File: config.mk
export PLATFORM = sky130hd
export DESIGN_NAME = serial_frame_tx_flat
export DESIGN_NICKNAME = d
export VERILOG_FILES = /design/src/rtl/serial_frame_tx_if.sv /design/src/rtl/serial_frame_tx.sv /design/src/flat_wrapper.sv
export SDC_FILE = /design/constraint.sdc
export NUM_CORES = 1
export LEC_CHECK = 0
export ABC_CLOCK_PERIOD_IN_PS = 2100
export BUFFER_PORTS_ARGS = -buffer_cell sky130_fd_sc_hd__buf_2
export CORE_ASPECT_RATIO = 0.8
export CORE_UTILIZATION = 55
export CTS_CLUSTER_DIAMETER = 120
export DETAILED_ROUTE_END_ITERATION = 8
export PLACE_DENSITY = 0.74
export SLEW_MARGIN = 20
export SYNTH_ARGS = -nofsm -noshare
export SYNTH_HDL_FRONTEND = slang
export SYNTH_SLANG_ARGS = --single-unit
File: constraint.sdc
create_clock -name clock -period 2.1 [get_ports clock]
set_input_delay 0.105 -clock clock [delete_from_list [all_inputs] [get_ports clock]]
set_output_delay 0.105 -clock clock [all_outputs]
set_load 0.01 [all_outputs]
File: src/rtl/serial_frame_tx_if.sv
// Parallel word handshake between the command logic and the serial frame transmitter.
// The producer drives data/valid; the transmitter answers with ready.
interface serial_frame_tx_if #(
    parameter int DATA_BITS = 22
);
    logic [DATA_BITS-1:0] tx_data;
    logic                 tx_valid;
    logic                 tx_ready;

    modport master (
        output tx_data,
        output tx_valid,
        input  tx_ready
    );

    modport slave (
        input  tx_data,
        input  tx_valid,
        output tx_ready
    );
endinterface

File: src/rtl/serial_frame_tx.sv
// Buffered serial frame transmitter: start bit, LSB-first data, long high guard interval.
// Words enter a small FIFO over valid/ready and are serialised one at a time.
module serial_frame_tx #(
    parameter int CLKS_PER_BIT = 2606,
    parameter int DATA_BITS    = 22,
    parameter int STOP_BITS    = 8,
    parameter int FIFO_DEPTH   = 4
) (
    input  logic                               clock,
    input  logic                               reset,
    serial_frame_tx_if.slave                   tx,
    output logic                               serial_out,
    output logic                               busy,
    output logic [$clog2(FIFO_DEPTH+1)-1:0]    fifo_count
);
    localparam int CNT_W   = (CLKS_PER_BIT > 1) ? $clog2(CLKS_PER_BIT) : 1;
    localparam int IDX_MAX = (DATA_BITS > STOP_BITS) ? DATA_BITS : STOP_BITS;
    localparam int IDX_W   = $clog2(IDX_MAX + 1);
    localparam int PTR_W   = (FIFO_DEPTH > 1) ? $clog2(FIFO_DEPTH) : 1;
    localparam int FCNT_W  = $clog2(FIFO_DEPTH + 1);

    localparam logic [CNT_W-1:0]  CNT_LAST  = CNT_W'(CLKS_PER_BIT - 1);
    localparam logic [IDX_W-1:0]  DATA_LAST = IDX_W'(DATA_BITS - 1);
    localparam logic [IDX_W-1:0]  STOP_LAST = IDX_W'(STOP_BITS - 1);
    localparam logic [FCNT_W-1:0] FIFO_FULL = FCNT_W'(FIFO_DEPTH);

    typedef enum logic [1:0] {
        IDLE  = 2'd0,
        START = 2'd1,
        DATA  = 2'd2,
        STOP  = 2'd3
    } state_t;

    state_t                state_r;
    logic [CNT_W-1:0]      clk_cnt_r;
    logic [IDX_W-1:0]      bit_idx_r;
    logic [DATA_BITS-1:0]  shift_r;
    logic [DATA_BITS-1:0]  mem_r [FIFO_DEPTH];
    logic [PTR_W-1:0]      wr_ptr_r;
    logic [PTR_W-1:0]      rd_ptr_r;
    logic                  ready_r;
    logic                  push_s;
    logic                  pop_s;
    logic [FCNT_W-1:0]     count_next_s;

    assign tx.tx_ready = ready_r;

    // Push/pop qualification and next occupancy; ready comes from registered state only.
    always_comb begin
        push_s       = tx.tx_valid && ready_r;
        pop_s        = (state_r == IDLE) && (fifo_count != {FCNT_W{1'b0}});
        count_next_s = fifo_count;
        if (push_s && !pop_s) begin
            count_next_s = fifo_count + FCNT_W'(1);
        end else if (pop_s && !push_s) begin
            count_next_s = fifo_count - FCNT_W'(1);
        end else begin
            count_next_s = fifo_count;
        end
    end

    // FIFO storage; contents need no reset because occupancy guards every read.
    always_ff @(posedge clock) begin
        if (push_s) begin
            mem_r[wr_ptr_r] <= tx.tx_data;
        end
    end

    // FIFO pointers, occupancy and registered ready.
    always_ff @(posedge clock) begin
        if (reset) begin
            wr_ptr_r   <= {PTR_W{1'b0}};
            rd_ptr_r   <= {PTR_W{1'b0}};
            fifo_count <= {FCNT_W{1'b0}};
            ready_r    <= 1'b0;
        end else begin
            if (push_s) begin
                wr_ptr_r <= wr_ptr_r + PTR_W'(1);
            end
            if (pop_s) begin
                rd_ptr_r <= rd_ptr_r + PTR_W'(1);
            end
            fifo_count <= count_next_s;
            ready_r    <= (count_next_s != FIFO_FULL);
        end
    end

    // Frame sequencer; serial_out and busy are registered alongside the state.
    always_ff @(posedge clock) begin
        if (reset) begin
            state_r    <= IDLE;
            clk_cnt_r  <= {CNT_W{1'b0}};
            bit_idx_r  <= {IDX_W{1'b0}};
            shift_r    <= {DATA_BITS{1'b0}};
            serial_out <= 1'b1;
            busy       <= 1'b0;
        end else begin
            case (state_r)
                IDLE: begin
                    clk_cnt_r <= {CNT_W{1'b0}};
                    bit_idx_r <= {IDX_W{1'b0}};
                    if (pop_s) begin
                        shift_r    <= mem_r[rd_ptr_r];
                        state_r    <= START;
                        serial_out <= 1'b0;
                        busy       <= 1'b1;
                    end else begin
                        serial_out <= 1'b1;
                        busy       <= 1'b0;
                    end
                end
                START: begin
                    if (clk_cnt_r == CNT_LAST) begin
                        clk_cnt_r  <= {CNT_W{1'b0}};
                        bit_idx_r  <= {IDX_W{1'b0}};
                        state_r    <= DATA;
                        serial_out <= shift_r[0];
                        shift_r    <= shift_r >> 1;
                    end else begin
                        clk_cnt_r <= clk_cnt_r + CNT_W'(1);
                    end
                end
                DATA: begin
                    if (clk_cnt_r == CNT_LAST) begin
                        clk_cnt_r <= {CNT_W{1'b0}};
                        if (bit_idx_r == DATA_LAST) begin
                            bit_idx_r  <= {IDX_W{1'b0}};
                            state_r    <= STOP;
                            serial_out <= 1'b1;
                        end else begin
                            bit_idx_r  <= bit_idx_r + IDX_W'(1);
                            serial_out <= shift_r[0];
                            shift_r    <= shift_r >> 1;
                        end
                    end else begin
                        clk_cnt_r <= clk_cnt_r + CNT_W'(1);
                    end
                end
                STOP: begin
                    if (clk_cnt_r == CNT_LAST) begin
                        clk_cnt_r <= {CNT_W{1'b0}};
                        if (bit_idx_r == STOP_LAST) begin
                            bit_idx_r <= {IDX_W{1'b0}};
                            state_r   <= IDLE;
                            busy      <= 1'b0;
                        end else begin
                            bit_idx_r <= bit_idx_r + IDX_W'(1);
                        end
                    end else begin
                        clk_cnt_r <= clk_cnt_r + CNT_W'(1);
                    end
                end
                default: begin
                    state_r    <= IDLE;
                    clk_cnt_r  <= {CNT_W{1'b0}};
                    bit_idx_r  <= {IDX_W{1'b0}};
                    serial_out <= 1'b1;
                    busy       <= 1'b0;
                end
            endcase
        end
    end
endmodule

File: src/flat_wrapper.sv
// flat-port wrapper written by rule: the top's interface ports become plain ports
module serial_frame_tx_flat 
#(
    parameter int CLKS_PER_BIT = 2606,
    parameter int DATA_BITS    = 22,
    parameter int STOP_BITS    = 8,
    parameter int FIFO_DEPTH   = 4
)
  (clock, reset, serial_out, busy, fifo_count, tx_tx_data, tx_tx_valid, tx_tx_ready);
  serial_frame_tx_if #(.DATA_BITS(DATA_BITS)) tx_i ();
  input  logic clock;
  input  logic reset;
  output logic serial_out;
  output logic busy;
  output logic [$clog2(FIFO_DEPTH+1)-1:0] fifo_count;
  input wire logic [$bits(tx_i.tx_data)-1:0] tx_tx_data;
  input wire logic [$bits(tx_i.tx_valid)-1:0] tx_tx_valid;
  output wire logic [$bits(tx_i.tx_ready)-1:0] tx_tx_ready;
  assign tx_i.tx_data = tx_tx_data;
  assign tx_i.tx_valid = tx_tx_valid;
  assign tx_tx_ready = tx_i.tx_ready;
  serial_frame_tx #(.CLKS_PER_BIT(CLKS_PER_BIT), .DATA_BITS(DATA_BITS), .STOP_BITS(STOP_BITS), .FIFO_DEPTH(FIFO_DEPTH)) u_core (.clock(clock), .reset(reset), .tx(tx_i), .serial_out(serial_out), .busy(busy), .fifo_count(fifo_count));
endmodule
* Word-level counts from Yosys, hierarchy flattened
Memory sizes are Yosys's and may differ from the RTL's. A register that Yosys moved wholly into a read port is not among the register bits. Index checks and enable logic that the tools add are counted.
Word-level totals: bits in registers 51, bits in writable memories 88, memories 1
Memory list:
- u_core.mem_r | words 4, width 22, read ports 1, clocked after Yosys merged registers in 1, write ports 1, RTL line serial_frame_tx.sv:38 | logic [DATA_BITS-1:0] mem_r [FIFO_DEPTH];
Operators by class: add/subtract/negate cells 6, eq/ne operators 14, muxes and demuxes 35, reduce and logical (&&, ||, !) cells 16
Operator list (number):
- 22-bit 2-to-1 mux | 4
- 22-bit case mux with 3 select lines | 1
- 5-bit 2-to-1 mux | 5
- 12-bit case mux with 2 select lines | 1
- 5-bit case mux with 4 select lines | 1
- 2-bit 2-to-1 mux | 8
- 12-bit by 1-bit adder with 12-bit output (second input constant) | 1
- 12-bit equality test (second input constant) | 1
- 12-bit 2-to-1 mux | 1
- 2-bit by 1-bit inequality test with 1-bit output (second input constant) | 6
- 1-bit 2-to-1 mux | 9
- 3-bit AND reduction | 3
- 2-bit case mux with 4 select lines | 1
- 3-bit 2-to-1 mux | 2
- 6-bit AND reduction | 1
- 3-bit nonzero test | 2
- 5-bit by 1-bit adder with 5-bit output (second input constant) | 1
- 5-bit by 3-bit equality test with 1-bit output (second input constant) | 1
- 5-bit equality test (second input constant) | 1
- 5-bit AND reduction | 1
- 2-bit by 1-bit adder with 2-bit output (second input constant) | 2
- 2-bit equality test (second input constant) | 2
- 1-bit logical AND | 4
- 3-bit by 1-bit adder with 3-bit output (second input constant) | 1
- 10 further kinds | 11

* Logic depth before layout (Yosys ltp)
Gate-level depths: netlist of the first run.
depth after elaboration 6, gate-level depth with buffers 9, depth with buffers taken out 7

* Worst setup path before layout of the first run
Ideal clock, no wire load.
kind reg-to-reg, from reg u_core.state_r[0], to reg u_core.shift_r[0], setup time 0.116 ns, data arrival time 1.954 ns, setup slack 0.030 ns, cell stages (with the launch flop) 8, period minus slack after synthesis 2.070 ns, cells stage by stage dfxtp_1 > inv_1 > ha_1 > clkbuf_1 > buf_1 > mux2i_1 > nor3_1 > a31o_2
On the way: word-level cells in the longest chain between the ends 4
RTL lines:
- start: declaration | RTL line serial_frame_tx.sv:34 | state_t state_r;
- start signal: assignment | RTL line serial_frame_tx.sv:91 | state_r <= IDLE;
- start signal: assignment | RTL line serial_frame_tx.sv:104 | state_r <= START;
- start signal: assignment | RTL line serial_frame_tx.sv:116 | state_r <= DATA;
- 2-bit zero test | RTL line serial_frame_tx.sv:51, serial_frame_tx.sv:98
- 1-bit logical AND | RTL line serial_frame_tx.sv:51 | pop_s = (state_r == IDLE) && (fifo_count != {FCNT_W{1'b0}});
- 2-bit by 1-bit inequality test with 1-bit output (no source line)
- 5-bit AND reduction (no source line)
- end signal: assignment | RTL line serial_frame_tx.sv:94 | shift_r <= {DATA_BITS{1'b0}};
- end signal: assignment | RTL line serial_frame_tx.sv:103 | shift_r <= mem_r[rd_ptr_r];
- end signal: assignment | RTL line serial_frame_tx.sv:118 | shift_r <= shift_r >> 1;
- end: declaration | RTL line serial_frame_tx.sv:37 | logic [DATA_BITS-1:0] shift_r;
Several ways; a longest one is shown, not always the timed one. A chain may end at the register's enable or synchronous reset.

* Worst setup path after layout of the first run
from reg u_core.clk_cnt_r[1], to reg u_core.state_r[0]
On the way: word-level cells in the longest chain between the ends 3
RTL lines:
- start: declaration | RTL line serial_frame_tx.sv:35 | logic [CNT_W-1:0] clk_cnt_r;
- start signal: assignment | RTL line serial_frame_tx.sv:92 | clk_cnt_r <= {CNT_W{1'b0}};
- start signal: assignment | RTL line serial_frame_tx.sv:100 | clk_cnt_r <= {CNT_W{1'b0}};
- start signal: assignment | RTL line serial_frame_tx.sv:114 | clk_cnt_r <= {CNT_W{1'b0}};
- 12-bit equality test * | RTL line serial_frame_tx.sv:113, serial_frame_tx.sv:124, serial_frame_tx.sv:140
- 2-bit by 1-bit inequality test with 1-bit output (no source line)
- 6-bit AND reduction (no source line) *
- end signal: assignment | RTL line serial_frame_tx.sv:116
- end signal: assignment | RTL line serial_frame_tx.sv:128 | state_r <= STOP;
- end signal: assignment | RTL line serial_frame_tx.sv:144 | state_r <= IDLE;
Every way passes the cells marked *; elsewhere a longest branch is shown, timed or not.

==> flow_summary_export.csv, run 1 <==
group,metric,value,unit
yosys,yosysWarnings,0,
global_route,grt_usage,0.2172,
global_route,gr-usage-met3,0.05677,
drt,avgRoutedWirePerCell,17.53,um
sta,setup_viol,0,
clock_network,cts_tree,"built",
drt,drc,0,
floorplanning,die_w,117.1,um
drt,route.vias.total,3544,
floorplanning,start_util,0.5665,
yosys,ys_ff_latch,141,
global_route,top_usage_layer,"met2",
worst_setup_path,cp.required,2380,ps
yosys,synthArstFlopShare,0,
worst_setup_path,crit_arrival,2290,ps
yosys,synthCells,396,
global_route,antenna_found_initial,0,
sta,skew,9.080,ps
place,gp_congestion,0.8178,
yosys,synth_ff_type,"edfxtp_1",
worst_hold_path,hold_class,"in -> reg",
worst_setup_path,critical-path-max-stage-delay,470,ps
global_route,grt_max_degree,26,
sta,maxSlewViolCount,0,
final_layout,final_common_cell,"edfxtp_1",
final_layout,mostFrequentLayoutCells,"edfxtp_1 (88), dfxtp_1 (49), buf_2 (30)",
floorplanning,die_area,0.01101,mm^2
place,placed_cell_area,0.006207,mm^2
final_layout,antenna_cells,0,
yosys,syn_avg_cell_area,14.71,um^2
yosys,syn_area,0.005824,mm^2
worst_setup_path,crit_chain,"inv_2 -> ha_2 -> or4bb_4 -> o31ai_4 -> nand4_1 -> nor3_2 -> a211oi_2",
power_and_ir_drop,vdd_ir_drop_max,0.8836,mV
flow_run,cap_violations,0,
floorplanning,core,0.01028,mm^2
sta,max_freq,0.4980,GHz
global_route,grt_overflow_total,0,
floorplanning,rows,33,
global_route,grt_pass1_wl,17.26,mm
yosys,synth_edf_count,88,
power_and_ir_drop,power_leakage,2.540,nW
sta,setup_tns,0,ps
place,dp_slack,19.38,ps
yosys,seq_area_frac_synth,0.6359,
sta,hold_viol,0,
final_layout,nNetsFinal,512,
floorplanning,die_h,94.04,um
worst_setup_path,critical_path.slowest_cell,"or4bb_4",
global_route,grtUsageMet1,0.2846,
sta,setup_slack,91.94,ps
clock_network,root_buffer,"clkbuf_16",
worst_setup_path,cp-start-kind,"flop",
worst_setup_path,crit_fanout,4,
clock_network,htreeDepth,4,
sta,relSlewSlack,0.4877,
worst_setup_path,worstSetupPathType,"reg -> reg",
worst_setup_path,worstSetupEndpointType,"flop",
global_route,grt_pass1_vias,3475,
drt,ant_nets,0,
final_layout,area_growth,21.53,%
sta,finalWorstPathRequiredPeriod,2008,ps
clock_network,cts.path.max_buffers,2,
drt,wl,10.92,mm
clock_network,cts.reportedPaths.clkPinSlew,60,ps
place,dp_hpwl,6.632,mm
clock_network,clk_latency,420,ps
final_layout,final_util,0.6885,
sta,post-route-period-util,0.9562,
global_route,use_met2,0.3427,
final_layout,fin_area,0.007078,mm^2
drt,routed_via_density,5.689,
drt,first_pass_iters,4,
clock_network,cts.sinks,141,
clock_network,cts_buffers,17,
place,portBuffers,30,
drt,drt_iter0_markers,262,
sta,tightest_slew,767.6,ps
yosys,syn_nets,438,
yosys,synth.distinct_cells,50,
final_layout,drive_gt1_frac,0.3064,
power_and_ir_drop,p_per_area,1313,mW/mm^2
floorplanning,ioPinCount,31,
status,outcome,"finished, final reports clean",
sta,hold_ws,10.40,ps
==> flip-flops by register name (all words and copies together), names as in the netlist, 2 cells and up, named ones only <==
name / flops
u_core.bit_idx_r: 5
u_core.state_r: 2
u_core.shift_r: 22
u_core.wr_ptr_r: 2
u_core.clk_cnt_r: 12
u_core.mem_r: 88
u_core.fifo_count: 3
u_core.rd_ptr_r: 2
==> worst max-delay path, delay by kind of cell (launching register included) <==
kind	cells	cell delay [ps]
AOI/OAI and AO/OA	2	350
adders and majority gates	1	170
and+or+nand+nor	3	1000
DFF	1	330
buffers and inverters	1	40
==> cells in the mapped netlist, types with 2 or more instances <==
cell type | instances | share of area
a21oi_1 | 7 | 0.0060
a31o_2 | 21 | 0.032
and3_1 | 8 | 0.0086
buf_1 | 4 | 0.0026
buf_2 | 6 | 0.0052
clkbuf_1 | 9 | 0.0058
dfxtp_1 | 53 | 0.18
edfxtp_1 | 88 | 0.45
ha_1 | 17 | 0.037
inv_1 | 12 | 0.0077
mux2i_1 | 22 | 0.038
mux4_2 | 22 | 0.085
nand2_1 | 11 | 0.0071
nand3_1 | 8 | 0.0069
nand3b_1 | 2 | 0.0026
nand4_1 | 4 | 0.0043
nor2_1 | 22 | 0.014
nor2b_1 | 2 | 0.0021
nor3_1 | 25 | 0.021
o21ai_0 | 4 | 0.0034
o22ai_1 | 2 | 0.0021
o31ai_1 | 2 | 0.0026
or2_2 | 2 | 0.0021
xnor2_1 | 11 | 0.017
xor2_1 | 7 | 0.011
==> layer usage <==
| metal | wire, um | vias to the layer above |
|---|---|---|
| met5 | 0 | - |
| met2 | 5413 | 88 |
| met4 | 123 | 0 |
| met3 | 411 | 12 |
| met1 | 4975 | 1765 |
| li1 | - | 1679 |
==> what timing repair did <==
item,4_1_cts,5_1_grt
hold buffers,22,0
setup buffers,0,5
endpoints found under the hold margin,88,0
endpoints found under the setup margin,0,25
resized for setup,0,15
==> final cells by class <==
| cell class | count | area [um^2] |
|---|---|---|
| inverter | 12 | 45.04 |
| multi-input combinational | 223 | 2016 |
| tap | 140 | 175.2 |
| timing repair buffer | 75 | 555.5 |
| fill | 688 | 3203 |
| sequential | 141 | 3711 |
| clock buffer | 18 | 439.2 |
| clock inverter | 14 | 136.4 |
==> worst paths after layout <==
path	start	end	slack, ps	cells past startpoint
setup reg to reg	u_core.clk_cnt_r[1]$_SDFF_PP0_	u_core.state_r[0]$_SDFFE_PP0P_	90	7
hold reg to reg	u_core.clk_cnt_r[0]$_SDFF_PP0_	u_core.clk_cnt_r[0]$_SDFF_PP0_	430	1
setup / recovery	u_core.clk_cnt_r[1]$_SDFF_PP0_	u_core.state_r[0]$_SDFFE_PP0P_	90	7
hold / removal	tx_tx_valid	u_core.wr_ptr_r[1]$_SDFFE_PP0P_	10	3
==> cell families (layout without fill, tap and decap cells) <==
kind of cell / count (synthesis) / in the layout / share of synthesized area
DFF: 141 / 141 / 0.6359
and+or+nand+nor: 97 / 97 / 0.09023
AOI/OAI and AO/OA: 46 / 46 / 0.06252
muxes: 44 / 44 / 0.1229
buffers and inverters: 32 / 119 / 0.02320
adders and majority gates: 18 / 18 / 0.03824
xor gates and xnor gates: 18 / 18 / 0.02707
==> per-stage QoR <==
step / power (mW) / instances
after floorplan: 5.571 / 396
after global placement: 6.146 / 564
after detailed placement: 6.252 / 564
after CTS: 9.174 / 618
after global routing: 9.739 / 623
final: 9.291 / 623
==> report_power, final <==
part | leakage [nW] | switching, mW | internal [mW]
combinational | 1.03 | 1.45 | 1.39
sequential | 1.23 | 0.217 | 3.36
clock | 0.275 | 1.19 | 1.68
total | 2.54 | 2.86 | 6.43
(Power assumes the default switching activity.)
==> run 2: changes to the inputs <==
--- a/config.mk
+++ b/config.mk
@@ -7,8 +7,10 @@
 export LEC_CHECK = 0
 export ABC_CLOCK_PERIOD_IN_PS = 2100
 export BUFFER_PORTS_ARGS = -buffer_cell sky130_fd_sc_hd__buf_2
+export CAP_MARGIN = 20
 export CORE_ASPECT_RATIO = 0.8
 export CORE_UTILIZATION = 55
+export CTS_BUF_LIST = sky130_fd_sc_hd__clkbuf_4
 export CTS_CLUSTER_DIAMETER = 120
 export DETAILED_ROUTE_END_ITERATION = 8
 export PLACE_DENSITY = 0.74
==> run 2 against run 1 <==
Compared with the run above:
- setup slack got worse by 5.5 ps
- first-iteration DRC count is 6.5% lower
- core utilization decreased by 2.7 points
- register-to-register slack barely moved
- flip-flop and latch count stayed put
- clock power shrank 43%
- die area unchanged
- total power down 14%
==> flow_summary_export.csv, run 2 (same netlist as run 1, synthesis figures left out) <==
group,metric,value,unit
status,outcome,"finished, final reports clean",
worst_setup_path,crit_fanout,5,
worst_setup_path,crit_arrival,2440,ps
floorplanning,die_w,117.1,um
final_layout,multi_input_area,0.002021,mm^2
floorplanning,ioPinCount,31,
final_layout,largest_reg_flops,88,
drt,drc,0,
drt,avgRoutedWirePerCell,16.97,um
worst_setup_path,worstSetupEndpointType,"flop",
floorplanning,start_util,0.5665,
worst_hold_path,hold_class,"in -> reg",
final_layout,final_common_cell,"edfxtp_1",
sta,tightest_slew,753.2,ps
place,dp_hpwl,6.632,mm
floorplanning,core,0.01028,mm^2
sta,relSlewSlack,0.4973,
power_and_ir_drop,vdd_ir_drop_max,0.6790,mV
sta,rsz0062_at_grt,"yes",
final_layout,finalNonFillerCells,625,
global_route,grt_overflow_total,0,
final_layout,num-fill-cells,730,
floorplanning,die_area,0.01101,mm^2
clock_network,root_buffer,"clkbuf_4",
final_layout,seq_area,0.003712,mm^2
power_and_ir_drop,p_per_area,1177,mW/mm^2
place,dp_cells,564,
sta,hold_ws,296.3,ps
clock_network,htreeDepth,4,
sta,hold_viol,0,
clock_network,cts.path.max_buffers,2,
clock_network,cts_tree,"built",
global_route,grt_usage,0.2116,
drt,first_pass_iters,5,
place,portBuffers,30,
worst_hold_path,whs_path_depth,2,
worst_setup_path,r2r_slack,90,ps
global_route,grt_pass1_vias,3387,
sta,finalWorstPathRequiredPeriod,2014,ps
final_layout,area_growth,16.73,%
drt,wl,10.61,mm
worst_setup_path,reg2regPathDepth,7,
sta,maxSlewViolCount,0,
sta,max_freq,0.4966,GHz
sta,setup_viol,0,
flow_run,cap_violations,0,
drt,route.vias.total,3461,
clock_network,cts.sinks,141,
final_layout,antenna_cells,0,
sta,post-route-period-util,0.9589,
power_and_ir_drop,power_leakage,2.415,nW
place,gp_congestion,0.8178,
final_layout,mostFrequentLayoutCells,"edfxtp_1 (88), dfxtp_1 (48), buf_2 (30)",
drt,drt_iter0_markers,245,
global_route,grt_pass1_wl,16.78,mm
final_layout,top_regs,"u_core.mem_r x88, u_core.shift_r x22, u_core.clk_cnt_r x12",
final_layout,largest_register,"u_core.mem_r",
worst_setup_path,cp.required,2520,ps
floorplanning,rows,33,
global_route,antenna_found_initial,0,
drt,routed_via_density,5.538,
global_route,grt_max_degree,26,
clock_network,cts_buffers,17,
sta,skew,13.54,ps
clock_network,cts.reportedPaths.clkPinSlew,130,ps
final_layout,drive_gt1_frac,0.2990,
floorplanning,die_h,94.04,um
worst_setup_path,cp-start-kind,"flop",
drt,ant_nets,0,
clock_network,clk_latency,550,ps
worst_setup_path,worstSetupPathType,"reg -> reg",
final_layout,nNetsFinal,514,
[run 2: cell types whose count changed in the layout (fill, tap and decap cells not counted), sizes merged]
cell / delta
clkinv: +1
buf: -1
dlygate4sd3: +3
clkbuf: -1
[run 2: metal layers]
metal / GRT usage / vias up / wire [um]
li1: - / 1675 / -
met5: 0 / - / 0
met1: 0.2840 / 1690 / 4910
met2: 0.3245 / 83 / 5087
met3: 0.06194 / 13 / 450
met4: 0.08439 / 0 / 157
[run 2: through the flow]
| stage | setup WS [ps] | total power, mW | util | setup TNS [ps] | cell area [um^2] |
|---|---|---|---|---|---|
| finish | 86.40 | 8.002 | 0.6613 | 0 | 6799 |
| global route | -8.647 | 8.444 | 0.6613 | -8.647 | 6799 |
| CTS | 17.17 | 7.928 | 0.6543 | 0 | 6726 |
| detailed placement | 19.38 | 6.252 | 0.6037 | 0 | 6207 |
| global placement | 90.54 | 6.146 | 0.6037 | 0 | 6207 |
| floorplan | 30.13 | 5.571 | - | 0 | 5824 |
[run 2: worst paths after layout]
path | start | to
worst max register to register | u_core.clk_cnt_r[1]$_SDFF_PP0_ | u_core.state_r[0]$_SDFFE_PP0P_
worst min-delay path | tx_tx_data[2] | u_core.mem_r[2][2]$_DFFE_PP_
worst max-delay path | u_core.clk_cnt_r[1]$_SDFF_PP0_ | u_core.state_r[0]$_SDFFE_PP0P_
worst min register to register | u_core.clk_cnt_r[0]$_SDFF_PP0_ | u_core.clk_cnt_r[0]$_SDFF_PP0_
[run 2: critical path: stages, from the launching register on]
cell and delay (ps):
dfxtp_2 350, inv_2 60, ha_4 120, or4bb_4 460
o31ai_4 330, nand4_1 280, nor3_2 260, a211oi_2 50
[run 2: cell type report]
class | instances | area share
Clock buffer | 17 | 0.01877
Multi-Input combinational cell | 223 | 0.2972
Tap cell | 140 | 0.02576
Clock inverter | 15 | 0.02061
Sequential cell | 141 | 0.5460
Inverter | 12 | 0.006625
Timing Repair Buffer | 77 | 0.08502
[run 2: where the power goes]
part           internal, mW  total, mW  switching (mW)
clock                 0.606       1.65            1.05
sequential             3.35       3.56           0.209
combinational          1.37       2.79            1.42
total                  5.32       8.00            2.68
[run 2: what timing repair did]
action	4_1_cts	5_1_grt
hold buffers	25	0
endpoints found under the hold margin	95	0
buffers inserted	0	4
setup endpoints to repair	1	24
pin swaps	0	5
gates resized for setup	1	14
==> run 3: changes to the inputs <==
--- a/config.mk
+++ b/config.mk
@@ -9,11 +9,12 @@
 export BUFFER_PORTS_ARGS = -buffer_cell sky130_fd_sc_hd__buf_2
 export CAP_MARGIN = 20
 export CORE_ASPECT_RATIO = 0.8
-export CORE_UTILIZATION = 55
+export CORE_MARGIN = 1.5
+export CORE_UTILIZATION = 50
 export CTS_BUF_LIST = sky130_fd_sc_hd__clkbuf_4
 export CTS_CLUSTER_DIAMETER = 120
 export DETAILED_ROUTE_END_ITERATION = 8
-export PLACE_DENSITY = 0.74
+export PLACE_DENSITY = 0.68
 export SLEW_MARGIN = 20
 export SYNTH_ARGS = -nofsm -noshare
 export SYNTH_HDL_FRONTEND = slang
==> run 3 against run 2 <==
Compared with the run above:
- clock skew is 12 ps higher
- die area is 12% higher
- final cell count is 0.48% higher
- first-iteration DRC count is 5.7% lower
- core utilization is 7.1 points lower
- combinational power is 3% lower
- critical path depth stayed put
- via count is 0.95% lower
- total power is 1.1% lower
- non-clock buffer count is 5 lower
- largest power group unchanged
- highest routed layer unchanged
==> flow_summary_export.csv, run 3 (same netlist as run 1, synthesis figures left out) <==
group,metric,value,unit
status,outcome,"finished, final reports clean",
clock_network,cts_buffers,17,
floorplanning,ioPinCount,31,
clock_network,cts.path.max_buffers,2,
drt,route.vias.total,3428,
final_layout,seq_area,0.003706,mm^2
clock_network,cts.sinks,141,
drt,drt_iter0_markers,231,
worst_setup_path,worstSetupEndpointType,"flop",
sta,relSlewSlack,0.5068,
clock_network,htreeDepth,4,
flow_run,cap_violations,0,
sta,post-route-period-util,0.9520,
worst_setup_path,worstSetupPathType,"reg -> reg",
worst_setup_path,crit_arrival,2410,ps
worst_hold_path,hold_class,"in -> reg",
final_layout,nNetsFinal,509,
power_and_ir_drop,power,7.913,mW
clock_network,clk_latency,560,ps
final_layout,mostFrequentLayoutCells,"edfxtp_1 (88), dfxtp_1 (51), buf_2 (30)",
clock_network,cts_tree,"built",
floorplanning,core,0.01143,mm^2
power_and_ir_drop,p_per_area,1172,mW/mm^2
sta,tightest_slew,739.0,ps
sta,max_freq,0.5002,GHz
sta,finalWorstPathRequiredPeriod,1999,ps
drt,avgRoutedWirePerCell,16.78,um
floorplanning,die_w,123.7,um
floorplanning,rows,35,
global_route,grt_usage,0.1871,
place,gp_congestion,0.7966,
global_route,grt_pass1_wl,16.75,mm
drt,first_pass_iters,4,
floorplanning,die_h,99.54,um
place,dp_hpwl,6.576,mm
sta,maxSlewViolCount,0,
global_route,grt_overflow_total,0,
worst_setup_path,critical_path.slowest_cell,"or4bb_1",
final_layout,multi_input_area,0.002003,mm^2
sta,setup_viol,0,
place,placed_cell_area,0.006210,mm^2
global_route,grt_pass1_vias,3359,
worst_setup_path,r2r_slack,100,ps
drt,routed_via_density,5.459,
global_route,grt_max_degree,43,
floorplanning,start_util,0.5096,
final_layout,top_regs,"u_core.mem_r x88, u_core.shift_r x22, u_core.clk_cnt_r x12",
floorplanning,die_area,0.01231,mm^2
power_and_ir_drop,power_leakage,2.403,nW
worst_setup_path,critical_path.top_delay_family,"simple AND/OR/NAND/NOR gates",
final_layout,num-fill-cells,871,
final_layout,antenna_cells,0,
power_and_ir_drop,vdd_ir_drop_max,0.6561,mV
drt,ant_nets,0,
final_layout,final_common_cell,"edfxtp_1",
worst_setup_path,cp.required,2510,ps
worst_setup_path,critical-path-max-stage-delay,440,ps
final_layout,largest_register,"u_core.mem_r",
global_route,antenna_found_initial,0,
worst_setup_path,cp-start-kind,"flop",
worst_setup_path,crit_fanout,4,
sta,hold_viol,0,
worst_setup_path,crit_chain,"inv_1 -> ha_1 -> or4bb_1 -> o31ai_4 -> nand4_1 -> nor3_2 -> a211oi_2",
clock_network,cts.reportedPaths.clkPinSlew,150,ps
final_layout,area_growth,15.90,%
drt,drc,0,
sta,skew,25.37,ps
final_layout,fin_area,0.006750,mm^2
final_layout,drive_gt1_frac,0.2833,
worst_setup_path,worst-path-buf-inv,1,
clock_network,root_buffer,"clkbuf_4",
drt,wl,10.54,mm
place,portBuffers,30,
final_layout,largest_reg_flops,88,
run 3: cell count changes in the layout (fill, tap and decap cells not counted), moves of 2 or more:
cell,delta
dfxtp_2,-2
clkinv_1,-2
clkinv_4,-2
dfxtp_1,+3
clkinvlp_4,-3
inv_6,+4
buf_4,-5
inv_8,+2
run 3: per-stage QoR:
step           std cells  setup TNS (ps)    util  worst slack (ps)  hold slack (ps)
6_report             628               0  0.5906             100.9            284.7
5_1_grt              628          -23.78  0.5906            -23.78            227.2
4_1_cts              627               0  0.5878             22.58            247.2
3_5_place_dp         571               0  0.5433             39.15            320.4
3_3_place_gp         571               0  0.5433             129.3            315.7
2_1_floorplan        396               0       -             30.13            203.9
run 3: what timing repair did:
| item | in CTS | in global routing |
|---|---|---|
| hold buffers | 24 | 0 |
| resized for setup | 0 | 7 |
| endpoints found under the hold margin | 91 | 0 |
| buffers inserted | 0 | 1 |
| endpoints found under the setup margin | 0 | 21 |
run 3: area by class of cell:
class	count	share of cell area
clock buffer	17	0.01891
clock inverter	15	0.02095
inverter	12	0.006673
multi-input combinational	223	0.2968
sequential	141	0.5490
tap	148	0.02743
timing repair buffer	72	0.08026
run 3: layer usage:
| metal | global-route usage | share of wire | up-vias |
|---|---|---|---|
| li1 | - | - | 1665 |
| met1 | 0.2414 | 0.44 | 1660 |
| met2 | 0.2920 | 0.47 | 89 |
| met3 | 0.06594 | 0.062 | 14 |
| met4 | 0.07073 | 0.022 | 0 |
| met5 | 0 | 0 | - |
run 3: path summary, 6_finish.rpt:
kind / endpoint / from / cells past startpoint
worst max-delay path: u_core.state_r[0]$_SDFFE_PP0P_ / u_core.clk_cnt_r[1]$_SDFF_PP0_ / 7
worst min-delay path: u_core.mem_r[0][6]$_DFFE_PP_ / tx_tx_data[6] / 2
worst max register to register: u_core.state_r[0]$_SDFFE_PP0P_ / u_core.clk_cnt_r[1]$_SDFF_PP0_ / 7
worst min register to register: u_core.clk_cnt_r[0]$_SDFF_PP0_ / u_core.clk_cnt_r[0]$_SDFF_PP0_ / 1
run 3: report_power, final:
group | switching, mW | internal, mW | leakage, nW
combinational | 1.40 | 1.30 | 1.02
clock | 1.11 | 0.532 | 0.153
sequential | 0.216 | 3.35 | 1.23
total | 2.73 | 5.18 | 2.40
run 3: worst register-to-register path, delay by kind of cell (launching register included):
kind / cells / cell delay [ps]
AND/OR/NAND/NOR: 3 / 930
AO/OA/AOI/OAI: 2 / 380
flip-flops: 1 / 350
adder cells (fa/ha/maj): 1 / 150
buffers and inverters: 1 / 50
